File: config.mk
export PLATFORM = sky130hd
export DESIGN_NAME = mdio_status_poller_flat
export DESIGN_NICKNAME = d
export VERILOG_FILES = /design/src/rtl/mdio_pkg.sv /design/src/rtl/mdio_status_poller_if.sv /design/src/rtl/mdio_status_poller_mdc_gen.sv /design/src/rtl/mdio_status_poller.sv /design/src/flat_wrapper.sv
export SDC_FILE = /design/constraint.sdc
export NUM_CORES = 1
export LEC_CHECK = 0
export ABC_AREA = 0
export CAP_MARGIN = 20
export CORE_UTILIZATION = 30
export CTS_CLUSTER_DIAMETER = 80
export DETAILED_ROUTE_END_ITERATION = 10
export PLACE_DENSITY_LB_ADDON = 0.1
export SYNTH_ARGS = -nofsm -noshare
export SYNTH_HDL_FRONTEND = slang
export SYNTH_SLANG_ARGS = --single-unit
File: constraint.sdc
create_clock -name clk -period 2.1 [get_ports clk]
set_clock_uncertainty 0.05 [all_clocks]
set_input_delay 0.42 -clock clk [delete_from_list [all_inputs] [get_ports clk]]
set_output_delay 0.42 -clock clk [all_outputs]
set_load 0.01 [all_outputs]
File: src/rtl/mdio_pkg.sv
// mdio_pkg: shared constants for the clause-22 status poller.
//   - ST/OP codes, frame bit positions, speed encodings
//   - status register bit indices, FSM state encodings
//   - decode_status(): raw PHY status word -> link/speed/duplex
package mdio_pkg;
  localparam logic [1:0] MDIO_ST    = 2'b01;
  localparam logic [1:0] MDIO_OP_RD = 2'b10;

  localparam int PRE_END    = 31;
  localparam int TA_START   = 46;
  localparam int DATA_START = 48;
  localparam int LAST_BIT   = 63;

  localparam logic [1:0] SPD_10M   = 2'b00;
  localparam logic [1:0] SPD_100M  = 2'b01;
  localparam logic [1:0] SPD_1000M = 2'b10;

  localparam int ST_SPD_HI   = 15;
  localparam int ST_SPD_LO   = 14;
  localparam int ST_DUPLEX   = 13;
  localparam int ST_LINK     = 11;
  localparam int ST_RESOLVED = 10;

  typedef logic [2:0] state_t;
  localparam state_t S_IDLE   = 3'd0;
  localparam state_t S_PRE    = 3'd1;
  localparam state_t S_HDR    = 3'd2;
  localparam state_t S_TA     = 3'd3;
  localparam state_t S_DATA   = 3'd4;
  localparam state_t S_DONE   = 3'd5;
  localparam state_t S_PAUSED = 3'd6;

  typedef struct packed {
    logic       link_up;
    logic [1:0] speed;
    logic       full_duplex;
  } phy_status_t;

  // Speed code 11 is reserved; an absent PHY reads 0xFFFF and must not
  // look like a live link, so 11 forces link down.
  function automatic phy_status_t decode_status(input logic [15:0] d);
    phy_status_t s;
    s.link_up     = d[ST_LINK] & d[ST_RESOLVED] & (d[ST_SPD_HI:ST_SPD_LO] != 2'b11);
    s.speed       = s.link_up ? d[ST_SPD_HI:ST_SPD_LO] : SPD_10M;
    s.full_duplex = d[ST_DUPLEX] & s.link_up;
    return s;
  endfunction
endpackage

File: src/rtl/mdio_status_poller_if.sv
// mdio_status_poller_if: MDIO pins, pause handshake and decoded status.
//   master modport: poller side; slave modport: PHY/selector side.
//   MDIO_POLL_INTR_EN adds phy_int (PHY interrupt, active-high).
interface mdio_status_poller_if;
  logic        pause_req;
  logic        pause_ack;
  logic        mdc;
  logic        mdio_i;
  logic        mdio_o;
  logic        mdio_oe;
  logic [15:0] reg_data;
  logic        status_valid;
  logic        link_up;
  logic [1:0]  speed;
  logic        full_duplex;
  logic        link_change;
`ifdef MDIO_POLL_INTR_EN
  logic        phy_int;

  modport master (input pause_req, mdio_i, phy_int,
                  output pause_ack, mdc, mdio_o, mdio_oe, reg_data, status_valid,
                         link_up, speed, full_duplex, link_change);
  modport slave  (output pause_req, mdio_i, phy_int,
                  input pause_ack, mdc, mdio_o, mdio_oe, reg_data, status_valid,
                        link_up, speed, full_duplex, link_change);
`else
  modport master (input pause_req, mdio_i,
                  output pause_ack, mdc, mdio_o, mdio_oe, reg_data, status_valid,
                         link_up, speed, full_duplex, link_change);
  modport slave  (output pause_req, mdio_i,
                  input pause_ack, mdc, mdio_o, mdio_oe, reg_data, status_valid,
                        link_up, speed, full_duplex, link_change);
`endif
endinterface

File: src/rtl/mdio_status_poller_mdc_gen.sv
// mdc_gen: MDC divider. mdc toggles every CLK_DIV clk cycles while i_en=1,
// held low (counter cleared) otherwise.
//   i_en   : run the divider
//   o_mdc  : management clock
//   o_rise : high on the clk cycle whose edge drives mdc 0->1
//   o_fall : high on the clk cycle whose edge drives mdc 1->0
module mdc_gen #(
  parameter int CLK_DIV = 10
) (
  input  logic clk,
  input  logic rst,
  input  logic i_en,
  output logic o_mdc,
  output logic o_rise,
  output logic o_fall
);
  localparam int CW = (CLK_DIV > 1) ? $clog2(CLK_DIV) : 1;

  logic [CW-1:0] r_cnt;
  logic          r_mdc;
  logic          w_wrap;

  assign w_wrap = i_en && (r_cnt == CW'(CLK_DIV - 1));

  always_ff @(posedge clk or posedge rst) begin
    if (rst) begin
      r_cnt <= '0;
      r_mdc <= 1'b0;
    end else if (!i_en) begin
      r_cnt <= '0;
      r_mdc <= 1'b0;
    end else if (w_wrap) begin
      r_cnt <= '0;
      r_mdc <= ~r_mdc;
    end else begin
      r_cnt <= r_cnt + 1'b1;
    end
  end

  assign o_mdc  = r_mdc;
  assign o_rise = w_wrap & ~r_mdc;
  assign o_fall = w_wrap &  r_mdc;
endmodule

File: src/rtl/mdio_status_poller.sv
// mdio_status_poller: clause-22 MDIO master that reads one PHY status
// register every POLL_INTERVAL idle cycles and decodes link/speed/duplex.
//   clk, rst : system clock, async active-high reset
//   bus      : mdio_status_poller_if.master (MDIO pins, pause handshake,
//              reg_data/status_valid, decoded link_up/speed/full_duplex,
//              link_change pulse)
// Optional: MDIO_POLL_INTR_EN adds bus.phy_int; a synchronised rising edge
// starts a frame early (immediately from IDLE, right after DONE otherwise).
module mdio_status_poller
  import mdio_pkg::*;
#(
  parameter int         CLK_DIV       = 10,
  parameter logic [4:0] PHY_ADDR      = 5'd0,
  parameter logic [4:0] REG_ADDR      = 5'd17,
  parameter int         POLL_INTERVAL = 1000
) (
  input logic                  clk,
  input logic                  rst,
  mdio_status_poller_if.master bus
);
  localparam int IW = $clog2(POLL_INTERVAL + 1);
  // Header bits 32..45, MSB first; padded to 16 so a 4-bit index stays in range.
  localparam logic [15:0] HDR = {2'b00, MDIO_ST, MDIO_OP_RD, PHY_ADDR, REG_ADDR};

  state_t        r_state, w_nxt;
  logic [5:0]    r_bit;
  logic [IW-1:0] r_ivl;
  logic [15:0]   r_shift, r_reg;
  phy_status_t   r_stat, w_dec;
  logic          r_sv, r_chg;
  logic          w_en, w_mdc, w_rise, w_fall, w_kick;
  logic [3:0]    w_hdr_idx;

  assign w_en = (r_state == S_PRE) || (r_state == S_HDR) ||
                (r_state == S_TA)  || (r_state == S_DATA);

  mdc_gen #(.CLK_DIV(CLK_DIV)) u_mdc (
    .clk    (clk),
    .rst    (rst),
    .i_en   (w_en),
    .o_mdc  (w_mdc),
    .o_rise (w_rise),
    .o_fall (w_fall)
  );

`ifdef MDIO_POLL_INTR_EN
  logic [1:0] r_int_sync;
  logic       r_int_prev, r_int_pend;
  logic       w_int_edge, w_start;

  assign w_int_edge = r_int_sync[1] & ~r_int_prev;
  assign w_start    = (w_nxt == S_PRE) && (r_state != S_PRE);
  assign w_kick     = w_int_edge | r_int_pend;

  // Edges seen mid-frame or while paused are held until a frame starts;
  // any frame starting after the edge already reads the new status.
  always_ff @(posedge clk or posedge rst) begin
    if (rst) begin
      r_int_sync <= 2'b00;
      r_int_prev <= 1'b0;
      r_int_pend <= 1'b0;
    end else begin
      r_int_sync <= {r_int_sync[0], bus.phy_int};
      r_int_prev <= r_int_sync[1];
      r_int_pend <= (r_int_pend | w_int_edge) & ~w_start;
    end
  end
`else
  assign w_kick = 1'b0;
`endif

  always_comb begin
    w_nxt = r_state;
    case (r_state)
      S_IDLE:   if (bus.pause_req)                    w_nxt = S_PAUSED;
                else if ((r_ivl == '0) || w_kick)     w_nxt = S_PRE;
      S_PRE:    if (w_fall && r_bit == 6'(PRE_END))        w_nxt = S_HDR;
      S_HDR:    if (w_fall && r_bit == 6'(TA_START - 1))   w_nxt = S_TA;
      S_TA:     if (w_fall && r_bit == 6'(DATA_START - 1)) w_nxt = S_DATA;
      S_DATA:   if (w_fall && r_bit == 6'(LAST_BIT))       w_nxt = S_DONE;
      S_DONE:   if (bus.pause_req)                    w_nxt = S_PAUSED;
                else if (w_kick)                      w_nxt = S_PRE;
                else                                  w_nxt = S_IDLE;
      S_PAUSED: if (!bus.pause_req)                   w_nxt = S_PRE;
      default:                                        w_nxt = S_IDLE;
    endcase
  end

  assign w_dec = decode_status(r_shift);

  always_ff @(posedge clk or posedge rst) begin
    if (rst) begin
      r_state <= S_IDLE;
      r_bit   <= '0;
      r_ivl   <= '0;
      r_shift <= '0;
      r_reg   <= '0;
      r_stat  <= '0;
      r_sv    <= 1'b0;
      r_chg   <= 1'b0;
    end else begin
      r_state <= w_nxt;
      r_sv    <= 1'b0;
      r_chg   <= 1'b0;
      // 6-bit counter wraps 63->0 on the last fall, ready for the next frame.
      if (w_fall) r_bit <= r_bit + 1'b1;
      if (r_state == S_IDLE && w_nxt == S_IDLE) r_ivl <= r_ivl - 1'b1;
      if (r_state == S_DONE) r_ivl <= IW'(POLL_INTERVAL - 1);
      if (w_rise && r_state == S_DATA) r_shift <= {r_shift[14:0], bus.mdio_i};
      // Results are registered on the edge entering DONE so they are
      // visible during the DONE cycle itself.
      if (w_nxt == S_DONE) begin
        r_reg  <= r_shift;
        r_stat <= w_dec;
        r_sv   <= 1'b1;
        r_chg  <= (w_dec != r_stat);
      end
    end
  end

  assign w_hdr_idx = 4'd13 - r_bit[3:0];

  assign bus.mdc          = w_mdc;
  assign bus.mdio_oe      = (r_state == S_PRE) || (r_state == S_HDR);
  assign bus.mdio_o       = (r_state == S_HDR) ? HDR[w_hdr_idx] : 1'b1;
  assign bus.pause_ack    = (r_state == S_PAUSED);
  assign bus.reg_data     = r_reg;
  assign bus.status_valid = r_sv;
  assign bus.link_up      = r_stat.link_up;
  assign bus.speed        = r_stat.speed;
  assign bus.full_duplex  = r_stat.full_duplex;
  assign bus.link_change  = r_chg;
endmodule
File: src/flat_wrapper.sv
// flat-port wrapper written by rule: the top's interface ports become plain ports
module mdio_status_poller_flat import mdio_pkg::*;
#(
  parameter int         CLK_DIV       = 10,
  parameter logic [4:0] PHY_ADDR      = 5'd0,
  parameter logic [4:0] REG_ADDR      = 5'd17,
  parameter int         POLL_INTERVAL = 1000
)
  (clk, rst, bus_pause_req, bus_mdio_i, bus_pause_ack, bus_mdc, bus_mdio_o, bus_mdio_oe, bus_reg_data, bus_status_valid, bus_link_up, bus_speed, bus_full_duplex, bus_link_change);
  mdio_status_poller_if bus_i ();
  input logic clk;
  input logic rst;
  input wire logic [$bits(bus_i.pause_req)-1:0] bus_pause_req;
  input wire logic [$bits(bus_i.mdio_i)-1:0] bus_mdio_i;
  output wire logic [$bits(bus_i.pause_ack)-1:0] bus_pause_ack;
  output wire logic [$bits(bus_i.mdc)-1:0] bus_mdc;
  output wire logic [$bits(bus_i.mdio_o)-1:0] bus_mdio_o;
  output wire logic [$bits(bus_i.mdio_oe)-1:0] bus_mdio_oe;
  output wire logic [$bits(bus_i.reg_data)-1:0] bus_reg_data;
  output wire logic [$bits(bus_i.status_valid)-1:0] bus_status_valid;
  output wire logic [$bits(bus_i.link_up)-1:0] bus_link_up;
  output wire logic [$bits(bus_i.speed)-1:0] bus_speed;
  output wire logic [$bits(bus_i.full_duplex)-1:0] bus_full_duplex;
  output wire logic [$bits(bus_i.link_change)-1:0] bus_link_change;
  assign bus_i.pause_req = bus_pause_req;
  assign bus_i.mdio_i = bus_mdio_i;
  assign bus_pause_ack = bus_i.pause_ack;
  assign bus_mdc = bus_i.mdc;
  assign bus_mdio_o = bus_i.mdio_o;
  assign bus_mdio_oe = bus_i.mdio_oe;
  assign bus_reg_data = bus_i.reg_data;
  assign bus_status_valid = bus_i.status_valid;
  assign bus_link_up = bus_i.link_up;
  assign bus_speed = bus_i.speed;
  assign bus_full_duplex = bus_i.full_duplex;
  assign bus_link_change = bus_i.link_change;
  mdio_status_poller #(.CLK_DIV(CLK_DIV), .PHY_ADDR(PHY_ADDR), .REG_ADDR(REG_ADDR), .POLL_INTERVAL(POLL_INTERVAL)) u_core (.clk(clk), .rst(rst), .bus(bus_i));
endmodule
==> Yosys cells after proc, flatten, opt, wreduce, memory -nomap -nowiden <==
Memory sizes are Yosys's and may differ from the RTL's.
Cells that the tools add are included.
{ "totals": {"regBits": 62, "latchBits": 0, "ramBits": 0, "romBits": 16, "inputBits": 4, "n_memories": 1} }
{ "op_classes": {"add_sub_neg": 4, "n_mul": 0, "n_div": 0, "order_cmp": 1, "n_eq_ne": 15, "shifts": 0, "muxes": 20, "bitwise_logic": 6, "reduce_logical": 14} }
{ "memory_table": {"columns": ["memory", "depth", "word_bits", "rd", "rd_clocked_by_memory_dff", "write_ports", "line_no", "source"], "rows": [
  ["(no name shown)", 16, 1, 1, 0, 0, "mdio_status_poller.sv:125", "assign bus.mdio_o = (r_state == S_HDR) ? HDR[w_hdr_idx] : 1'b1;"]
]} }
{ "ops": {"columns": ["cell", "n"], "rows": [
  ["two-way mux 3 bit", 8],
  ["case mux 3 bit (7 select lines)", 1],
  ["two-way mux 10 bit", 2],
  ["equality test 6 bit, second input constant", 3],
  ["equality test 3 bit, second input constant", 4],
  ["logical NOT 10 bit", 1],
  ["subtractor 10 x 1 -> 10 bit, second input constant", 1],
  ["two-way mux 4 bit", 2],
  ["logical AND 1 bit", 7],
  ["adder 6 x 1 -> 6 bit, second input constant", 1],
  ["equality test 3 x 2 -> 1 bit, second input constant", 2],
  ["equality test 6 x 5 -> 1 bit, second input constant", 1],
  ["logical NOT 3 bit", 2],
  ["two-way mux 1 bit", 6],
  ["bitwise AND 1 bit", 5],
  ["less-than comparator 4 x 5 -> 1 bit, second input constant", 1],
  ["adder 4 x 1 -> 4 bit, second input constant", 1],
  ["equality test 4 bit, second input constant", 1],
  ["!= test 4 bit", 1],
  ["subtractor 4 bit, first input constant", 1],
  ["equality test 3 x 1 -> 1 bit, second input constant", 1],
  ["logical OR 1 bit", 3],
  ["two-way mux 2 bit", 1],
  ["!= test 2 x 1 -> 1 bit, second input constant", 1],
  ["other kinds (3)", 3]
]} }

==> Longest topological paths before layout <==
{ "logic_depth": {"depth_word": 13, "mapped_depth": 8} }

==> By module <==
Synthesis repeated with hierarchy kept, for this count alone.
{ "hier_totals": {"hier_cells": 265, "hier_area_um2": 3002.9} }
{ "modules_own_cells": {"columns": ["module", "n_inst", "cells_per_inst", "area_each_um2"], "rows": [
  ["mdio_status_poller", 1, 239, 2738.9],
  ["mdc_gen", 1, 26, 264.0]
]} }

==> Worst setup path after synthesis <==
No wires, ideal clock.
{ "synth_path": {"path_type": "register to register", "from": "reg u_core.u_mdc.r_cnt[1]", "to": "reg u_core.r_stat (netlist bit u_core.bus.link_up)", "t_arrival_ns": 1.872, "required_time_ns": 1.925, "path_slack_ns": 0.053, "stages_incl_launch_ff": 8, "path_cell_list": "dfrtp_1 > inv_1 > ha_1 > nand3b_1 > or4b_1 > buf_2 > buf_6 > mux2_4"} }
{ "synth_via": {"elab_chain_cells": 7, "elab_cells_between_ends": 13} }
{ "synth_rtl": {"columns": ["element", "line_no", "source"], "rows": [
  ["start: declaration", "mdio_status_poller_mdc_gen.sv:19", "logic [CW-1:0] r_cnt;"],
  ["start signal: assignment", "mdio_status_poller_mdc_gen.sv:36", "r_cnt <= r_cnt + 1'b1;"],
  ["equality test 4 bit *", "mdio_status_poller_mdc_gen.sv:23", "assign w_wrap = i_en && (r_cnt == CW'(CLK_DIV - 1));"],
  ["logical AND 1 bit *", "mdio_status_poller_mdc_gen.sv:23", null],
  ["bitwise AND 1 bit *", "mdio_status_poller_mdc_gen.sv:42", "assign o_fall = w_wrap & r_mdc;"],
  ["logical AND 1 bit, on equally long branches", null, null],
  ["two-way mux 3 bit, on equally long branches", null, null],
  ["case mux 3 bit (7 select lines) *", "mdio_status_poller.sv:74", "case (r_state)"],
  ["equality test 3 bit *", "mdio_status_poller.sv:112", "if (w_nxt == S_DONE) begin"],
  ["end signal: assignment", "mdio_status_poller.sv:114", "r_stat <= w_dec;"],
  ["end: declaration", "mdio_status_poller.sv:29", "phy_status_t r_stat, w_dec;"]
]} }
Every way passes the cells marked *; elsewhere a longest branch is shown, timed or not.
A chain may end at the register's enable or synchronous reset.

==> Final worst setup path <==
{ "layout_path": {"from": "reg u_core.r_bit[1]", "to": "reg u_core.r_reg[0], in the netlist u_core.bus.reg_data[0]"} }
{ "layout_via": {"elab_chain_cells": 5, "elab_cells_between_ends": 14} }
{ "layout_rtl": {"columns": ["element", "line_no", "source"], "rows": [
  ["start: declaration", "mdio_status_poller.sv:26", "logic [5:0] r_bit;"],
  ["start signal: assignment", "mdio_status_poller.sv:106", "if (w_fall) r_bit <= r_bit + 1'b1;"],
  ["equality test 6 bit, or another cell as far along", "mdio_status_poller.sv:80", "S_DATA: if (w_fall && r_bit == 6'(LAST_BIT)) w_nxt = S_DONE;"],
  ["logical AND 1 bit, on equally long branches", null, null],
  ["two-way mux 3 bit, on equally long branches", null, null],
  ["case mux 3 bit (7 select lines) *", "mdio_status_poller.sv:74", null],
  ["equality test 3 bit *", "mdio_status_poller.sv:112", null],
  ["end signal: assignment", "mdio_status_poller.sv:113", "r_reg <= r_shift;"],
  ["end: declaration", "mdio_status_poller.sv:28", "logic [15:0] r_shift, r_reg;"]
]} }
Marked as above.

==> flow_summary.toml <==
[clock_tree]
cts.clk_slew.worst_paths_ns = 0.08
worstSkewPairLatency_ns = 0.34
root_buffer = "clkbuf_8"
cts_buffers = 9
cts_tree = "yes"
clkSinkCount = 62
cts_max_path_buffers = 2
ctsHoldBuffers = 0
htree_levels = 3

[die]
die_y_microns = 103
io_pins = 30
dieArea_sq_mm = 0.0105
rows = 36
start_util = 0.310
coreArea_sq_mm = 0.00982
fp.dieW_microns = 103

[timing]
setup_tns_ns = 0
worstMarginPinSlew_ns = 0.656
finalCritPeriodShare = 0.973
slew_violations = 0
period_needed_ns = 2.04
hold_viol = 0
rsz0062_at_grt = "true"
maxSlewHeadroom = 0.559
setup_viol = 0
fmax_mhz = 490

[setup_path]
r2r_cells = 6
crit_end = "u_core.bus.reg_data[0]"
critical_path_class = "flip-flop to flip-flop"
worstReg2RegStart = "u_core.r_bit[1]"
path_max_fanout = 13
crit_arrival_ns = 2.22
crit_path_end_kind = "flip-flop"
regToRegSetupSlack_ns = 0.06
rr_endpoint = "u_core.bus.reg_data[0]"
cp-start-kind = "flip-flop"
crit_start = "u_core.r_bit[1]"
crit_required_ns = 2.28

[synthesis]
synth_nets = 271
synth_edf_count = 0
synthMostInstantiatedCell = "dfrtp_1"
ys_ff_latch = 62
syn_area_sq_mm = 0.00304
ys_types = 47
ys_async_sr_fraction = 1.00
ys_warn_count = 0
synth_area_leader_cell = "dfrtp_1"
synth_area_leaders = "dfrtp_1, mux2_4, mux2_2, ha_1, xnor2_1"
synthCells = 259
synth_top_flop_cell = "dfrtp_1"
avgSynthCellArea_sq_um = 11.7
yosysSeqAreaShare = 0.510
synthTopCellsByCount = "dfrtp_1, mux2_4, nand2_1"
yosysTopAreaCellShare = 0.510

[flow_run]
cap_violations = 0

[global_routing]
grt-ovfl-total = 0
antenna_found_initial = 0
grt_usage = 0.132
grt_pass1_wl_microns = 10500
grt_pass1_vias = 2096
grt_max_degree = 31

[finish]
nets = 327
syn_to_final_growth_pct = 28.1
drive_above_1_share = 0.266
antennaDiodeCount = 0

[routing]
met3_length_microns = 185
wl_met2_microns = 2770
routed_wl_microns = 6110
drc = 0
routedWlPerCell_microns = 13.5
dr_total_vias = 2119
viasPerCell = 4.68
postRouteAntennaNets = 0
top_layer = "met4"
wl_met1_microns = 3070
dr.pass1.iters = 4
drt_iter0_markers = 56

[placement]
port_buffers = 29
hpwl_microns = 4240
gp_congestion = 0.791

[run_status]
status = "complete, no violations"

[pwr]
leakagePower_nw = 1.77
p_total_mw = 3.45
vdd_drop_max_mv = 0.308
power_density_mw_per_mm2 = 885

[worst_hold_path]
hold_class = "input port to asynchronous set/reset pin"
[power breakdown]
group / switching (mW) / internal, mW
Sequential: 0.140 / 1.34
Combinational: 0.459 / 0.450
Clock: 0.507 / 0.549
[how the worst min path moves through the flow]
stage / cells after the start / slack (ns) / start / to
after floorplan: 1 / 0.41 / u_core.r_ivl[9] / u_core.r_ivl[9]
after global placement: 2 / 0.42 / u_core.bus.reg_data[14] / u_core.bus.reg_data[14]
after detailed placement: 2 / 0.43 / u_core.bus.reg_data[14] / u_core.bus.reg_data[14]
after CTS: 2 / 0.25 / rst / u_core.r_shift[0]
after global routing: 2 / 0.25 / rst / u_core.r_shift[0]
final: 2 / 0.26 / rst / u_core.r_shift[0]
[critical path, cell delays in order, from the launching register on]
cell and delay [ns]:
dfrtp_1 0.41, buf_4 0.13, ha_1 0.14, nand4_1 0.14, or4b_4 0.58, buf_12 0.18, mux2_4 0.29
[through the flow]
stage                     std cells  instance area, sq um  hold slack [ns]   util  worst slack [ns]
after floorplan                 259                  3040            0.407      -            0.0528
after global placement          434                  3660            0.425  0.373           -0.0516
after detailed placement        434                  3660            0.426  0.373           -0.0780
after global routing            453                  3900            0.253  0.397           -0.0290
after CTS                       452                  3880            0.249  0.395            0.0314
final                           453                  3900            0.256  0.397            0.0574
[state kept, by name, indices dropped and copies added, names as in the netlist, 2 cells and up]
register             cells
u_core.bus.reg_data     16
u_core.bus.speed         2
u_core.r_bit             6
u_core.r_ivl            10
u_core.r_shift          16
u_core.r_state           3
u_core.u_mdc.r_cnt       4
[metal layers]
| layer | vias up | global-route usage |
|---|---|---|
| li1 | 1045 | - |
| met1 | 1040 | 0.180 |
| met2 | 27 | 0.195 |
| met3 | 7 | 0.0359 |
| met4 | 0 | 0.0560 |
| met5 | - | 0 |
[cell usage in the layout, fill, tap and decap left out, types with 8 or more instances in the layout]
master	n
xnor2_1	8
mux2_2	12
clkbuf_8	9
nor3_1	8
inv_1	11
nand3_1	12
a21oi_1	8
buf_4	18
clkdlybuf4s50_1	26
mux2_4	19
nor2_1	13
dfrtp_1	61
o21ai_0	12
nand2_1	18
[cell type report]
| type | instances | area (sq um) |
|---|---|---|
| fillers | 1002 | 5920 |
| inverters | 12 | 45.0 |
| well taps | 133 | 166 |
| repair buffers | 53 | 529 |
| clock buffers | 9 | 124 |
| multi-input cells | 177 | 1410 |
| flip-flops and latches | 62 | 1550 |
| clock inverters | 7 | 72.6 |
[kinds of logic (layout without fill, tap and decap cells)]
| logic type | after synthesis | after routing | synth area share |
|---|---|---|---|
| compound gates | 38 | 38 | 0.0877 |
| xor+xnor | 12 | 12 | 0.0346 |
| fa+ha+maj | 8 | 8 | 0.0329 |
| buf+inv | 20 | 81 | 0.0329 |
| flops | 62 | 62 | 0.510 |
| mux | 33 | 33 | 0.145 |
| simple gates | 86 | 86 | 0.157 |
[timing repair]
action	in CTS	in global routing
setup buffers	2	1
endpoints found under the setup margin	5	28
resized for setup	11	2
pin swaps	0	5
Power figures use the tool's default switching activity.
